===== src/rtl/int_arbiter.sv =====
// Four-line edge-triggered interrupt arbiter with an IDLE/REQ/SERVICE handshake to fetch.
// Define INT_ROUND_ROBIN_EN for round-robin arbitration instead of fixed priority (line 0 first).
module int_arbiter #(
  parameter logic [31:0] VEC0 = 32'h00000018,
  parameter logic [31:0] VEC1 = 32'h0000002c,
  parameter logic [31:0] VEC2 = 32'h0000001b,
  parameter logic [31:0] VEC3 = 32'h00000030
) (
  input  logic        clk,
  input  logic        reset,
  input  logic [3:0]  irq,
  input  logic        mask_we,
  input  logic [3:0]  mask_wdata,
  input  logic        int_ack,
  input  logic        rti,
  output logic        int_req,
  output logic [31:0] int_vector,
  output logic [3:0]  int_id,
  output logic [3:0]  pending,
  output logic [3:0]  in_service,
  output logic [3:0]  mask
);

  typedef enum logic [1:0] {StIdle, StReq, StService} state_e;

  state_e      state;
  logic [3:0]  irq_q;
  logic [3:0]  irq_edge;
  logic [3:0]  eligible;
  logic [3:0]  winner;
  logic [3:0]  ack_clear;
  logic [31:0] winner_vec;

  assign irq_edge  = irq & ~irq_q;
  assign eligible  = pending & ~mask;
  assign ack_clear = (state == StReq && int_ack) ? int_id : 4'b0000;

`ifdef INT_ROUND_ROBIN_EN
  logic [1:0] rr_ptr;
  logic [1:0] ack_idx;
  logic [1:0] scan_idx;

  assign ack_idx = {int_id[3] | int_id[2], int_id[3] | int_id[1]};

  // Walk from the farthest offset down so the line nearest the pointer is kept.
  always_comb begin
    winner   = 4'b0000;
    scan_idx = 2'd0;
    for (int k = 3; k >= 0; k--) begin
      scan_idx = rr_ptr + 2'(k);
      if (eligible[scan_idx]) begin
        winner           = 4'b0000;
        winner[scan_idx] = 1'b1;
      end
    end
  end
`else
  // Isolate the lowest set bit: line 0 has the highest priority.
  assign winner = eligible & (~eligible + 4'd1);
`endif

  always_comb begin
    unique case (winner)
      4'b0001: winner_vec = VEC0;
      4'b0010: winner_vec = VEC1;
      4'b0100: winner_vec = VEC2;
      4'b1000: winner_vec = VEC3;
      default: winner_vec = 32'h0;
    endcase
  end

  // Edge capture and mask; a fresh edge overrides an acknowledge clear of the same line.
  always_ff @(posedge clk) begin
    irq_q <= irq;
    if (reset) begin
      pending <= 4'b0000;
      mask    <= 4'b0000;
    end else begin
      pending <= (pending & ~ack_clear) | irq_edge;
      if (mask_we) mask <= mask_wdata;
    end
  end

  always_ff @(posedge clk) begin
    if (reset) begin
      state      <= StIdle;
      int_req    <= 1'b0;
      int_id     <= 4'b0000;
      int_vector <= 32'h0;
      in_service <= 4'b0000;
`ifdef INT_ROUND_ROBIN_EN
      rr_ptr     <= 2'd0;
`endif
    end else begin
      case (state)
        StIdle: begin
          if (|eligible) begin
            int_id     <= winner;
            int_vector <= winner_vec;
            int_req    <= 1'b1;
            state      <= StReq;
          end
        end
        StReq: begin
          if (int_ack) begin
            int_req    <= 1'b0;
            in_service <= int_id;
            state      <= StService;
`ifdef INT_ROUND_ROBIN_EN
            rr_ptr     <= ack_idx + 2'd1;
`endif
          end
        end
        StService: begin
          if (rti) begin
            in_service <= 4'b0000;
            int_id     <= 4'b0000;
            int_vector <= 32'h0;
            state      <= StIdle;
          end
        end
        default: state <= StIdle;
      endcase
    end
  end

endmodule

===== config.mk =====
export PLATFORM = sky130hd
export DESIGN_NAME = int_arbiter
export DESIGN_NICKNAME = d
export VERILOG_FILES = /design/src/rtl/int_arbiter.sv
export SDC_FILE = /design/constraint.sdc
export NUM_CORES = 1
export LEC_CHECK = 0
export ABC_AREA = 1
export CORE_UTILIZATION = 41
export DETAILED_ROUTE_END_ITERATION = 6
export PLACE_DENSITY = 0.87
export SYNTH_ARGS = -nofsm -noshare
export SYNTH_HDL_FRONTEND = slang
export SYNTH_SLANG_ARGS = --single-unit

===== constraint.sdc =====
create_clock -name clk -period 1.2 [get_ports clk]
set_input_delay 0.36 -clock clk [delete_from_list [all_inputs] [get_ports clk]]
set_output_delay 0.36 -clock clk [all_outputs]
set_load 0.01 [all_outputs]

==> impl_metrics.csv <==
group,metric,value,unit
sta,slew_viol_final,0,
final_layout,finalNonFillerCells,275,
clock_tree,cts.sinks,28,
setup_path,worstPathRequired,1.48,ns
synthesis,syn_avg_cell_area,8.04,um2
run_status,failed_checks,"setup timing",
floorplan,io_pins,62,
clock_tree,cts_inserted_buffers,3,
placed_design,dp_hpwl,2.08,mm
grt,grt-ovfl-total,0,
setup_path,critical-path-top-delay-family,"flip-flops",
clock_tree,htree_num_levels,1,
final_layout,antenna_cells,0,
grt,grt_use_total,0.174,
synthesis,ys_seq_elements,28,
pwr,p_per_area,1170,nW/um2
setup_path,path_max_fanout,6,
sta,setup_viol,3,
clock_tree,clock_path_buffers,2,
setup_path,critPathLaunchType,"flip-flop",
placed_design,dpl.cell_count,263,
clock_tree,clk_pin_slew_worst_paths,0.16,ns
sta,max_freq,0.817,GHz
setup_path,crit_path_max_incr_delay,0.36,ns
setup_path,criticalPathCategory,"flip-flop to flip-flop",
sta,fin_crit,1.22,ns
routing,drc,0,
synthesis,synth_cell_type_count,21,
hold_path,min_from,"irq[3]",
synthesis,synth_edf_count,0,
synthesis,yosysMostFrequentCell,"nand2_1",
setup_path,r2r_start,"pending[0]$_SDFF_PP0_",
job,cap_violations,0,
placed_design,placedInstanceArea,1780,um2
hold_path,min_path_cells,1,
final_layout,syn2layout_area_growth,46.9,%
setup_path,arrival,1.50,ns
pwr,finalPower,2340,uW
pwr,p_leak,0.000959,uW
routing,routed_wl,3.28,mm
final_layout,nets,245,
clock_tree,tritoncts,"done",
routing,via_per_inst,4.35,
run_status,outcome,"complete, but fails checks",
synthesis,yosysTopAreaCellShare,0.410,
synthesis,yosysSeqAreaShare,0.410,
setup_path,reg2regPathDepth,7,
grt,grt_pass1_wl,4.53,mm
synthesis,synthArstFlopShare,0,
floorplan,fp.dieH,59.7,um
routing,antenna_left,0,
placed_design,port_buffers,35,
synthesis,netlist_area,1370,um2
setup_path,cp_num_buf_inv,2,
pwr,peakVddDrop,0.838,mV
grt,antenna_found_initial,0,
grt,grt_pass1_vias,1054,
setup_path,reg2reg_to,"int_id[2]$_SDFFE_PP0P_",
clock_tree,clock-root-buffer,"clkbuf_4",
setup_path,worstSetupEndpointType,"flip-flop",
routing,wl_per_cell,11.9,um
routing,vias,1197,
routing,drtIter0Drc,20,
floorplan,dieArea,3570,um2
synthesis,synthTopCellsByArea,"dfxtp_1 (41%), buf_4 (15%), nand2_1 (9.1%)",
synthesis,yosysWarnings,0,
final_layout,final_area,2010,um2
floorplan,core_area,3100,um2
placed_design,gp_congestion,0.921,
routing,dr.pass1.iters,5,
setup_path,ff2ff_setup_slack,-0.02,ns
clock_tree,worstSkewPairLatency,0.34,ns
sta,fin_crit_sh,1.02,
synthesis,synth_cells,170,
setup_path,crit_slowest_cell,"dfxtp_2",
final_layout,layout-drive-gt1-share,0.489,
sta,skew,0.00526,ns
hold_path,hold_path_class,"input pin to flip-flop",
synthesis,yosysTopAreaCell,"dfxtp_1",
floorplan,die_w,59.7,um
synthesis,synth_common_cells,"nand2_1 (33), dfxtp_1 (28), buf_4 (27)",
setup_path,worstPathCellList,"buf_6 -> nand2_4 -> nand2_4 -> o21ai_4 -> buf_6 -> nand3_2 -> a21oi_2",
grt,grt_max_degree,17,
clock_tree,hold_buffers,0,
hold_path,min_to,"irq_q[3]$_DFF_P_",
sta,hold_viol,0,
sta,rsz0062_at_grt,"yes",
sta,holdWs,0.470,ns
synthesis,ys.flop_type,"dfxtp_1",
floorplan,initial_utilization,0.440,
sta,worst_slack,-0.0242,ns
floorplan,rows,20,
[per-layer routing]
| metal | up-vias | routed length (um) | GRT usage |
|---|---|---|---|
| met1 | 540 | 1300 | 0.203 |
| met5 | - | 0 | 0 |
| met2 | 47 | 1730 | 0.308 |
| met3 | 10 | 158 | 0.0455 |
| li1 | 600 | - | - |
| met4 | 0 | 82 | 0.0565 |
[power breakdown]
group,switching (uW),internal (uW)
Sequential,45.2,1000
Clock,292,338
Combinational,340,320
Total,677,1660
[cell families after synthesis]
kind of cell | synth area share
buffers and inverters | 0.232
other | 0.00274
AOI/OAI and AO/OA | 0.132
DFF | 0.410
and+or+nand+nor | 0.223
[registers in the layout, summed over array words and instances, names as in the netlist]
name,flops
irq_q,4
int_vector,5
pending,4
in_service,4
mask,4
state,2
int_req,1
int_id,4
[placed cells by master (no fill, tap or decap), types with 2 or more instances in the layout]
cell type / instances
buf_6: 25
nand3_2: 8
o21ai_0: 5
a21oi_2: 11
inv_2: 3
nand3_1: 3
clkdlybuf4s50_1: 12
inv_1: 18
nor2_2: 3
a21oi_1: 13
buf_4: 20
clkbuf_4: 3
nand2_4: 6
conb_1: 26
buf_2: 6
nand2_1: 29
dfxtp_1: 5
nor2_1: 4
dfxtp_2: 23
nand4_1: 2
[how the worst max path moves through the flow]
stage / depth (start not counted) / to / startpoint
after detailed placement: 5 / int_vector[1]$_SDFFE_PP0P_ / rti
after global placement: 6 / in_service[3]$_SDFFE_PP0P_ / rti
after floorplan: 7 / int_id[0]$_SDFFE_PP0P_ / mask[0]$_SDFFE_PP0P_
final: 7 / int_id[2]$_SDFFE_PP0P_ / pending[0]$_SDFF_PP0_
after CTS: 8 / int_vector[2]$_SDFFE_PP0P_ / mask[1]$_SDFFE_PP0P_
after global routing: 5 / int_vector[1]$_SDFFE_PP0P_ / mask[2]$_SDFFE_PP0P_
[cell type report]
type                            count  area [um2]
Clock buffer                        3        22.5
Multi-Input combinational cell    114         643
Timing Repair Buffer               63         582
Fill cell                         253        1100
Sequential cell                    28         589
Clock inverter                      1        30.0
Tap cell                           44        55.1
Inverter                           22        85.1
[metrics by stage]
stage                     worst slack, ns  setup TNS (ns)  utilization
final                             -0.0242         -0.0465        0.647
after global routing              -0.0940           -1.08        0.647
after CTS                        -0.00763         -0.0115        0.582
after detailed placement           -0.220           -3.74        0.574
after global placement             -0.203           -3.43        0.574
after floorplan                    0.0684               0            -
[timing repair]
action | in CTS | in global routing
pin swaps | 4 | 8
setup endpoints to repair | 32 | 37
resized for setup | 126 | 31
buffers inserted | 2 | 6
(Power assumes the default switching activity.)
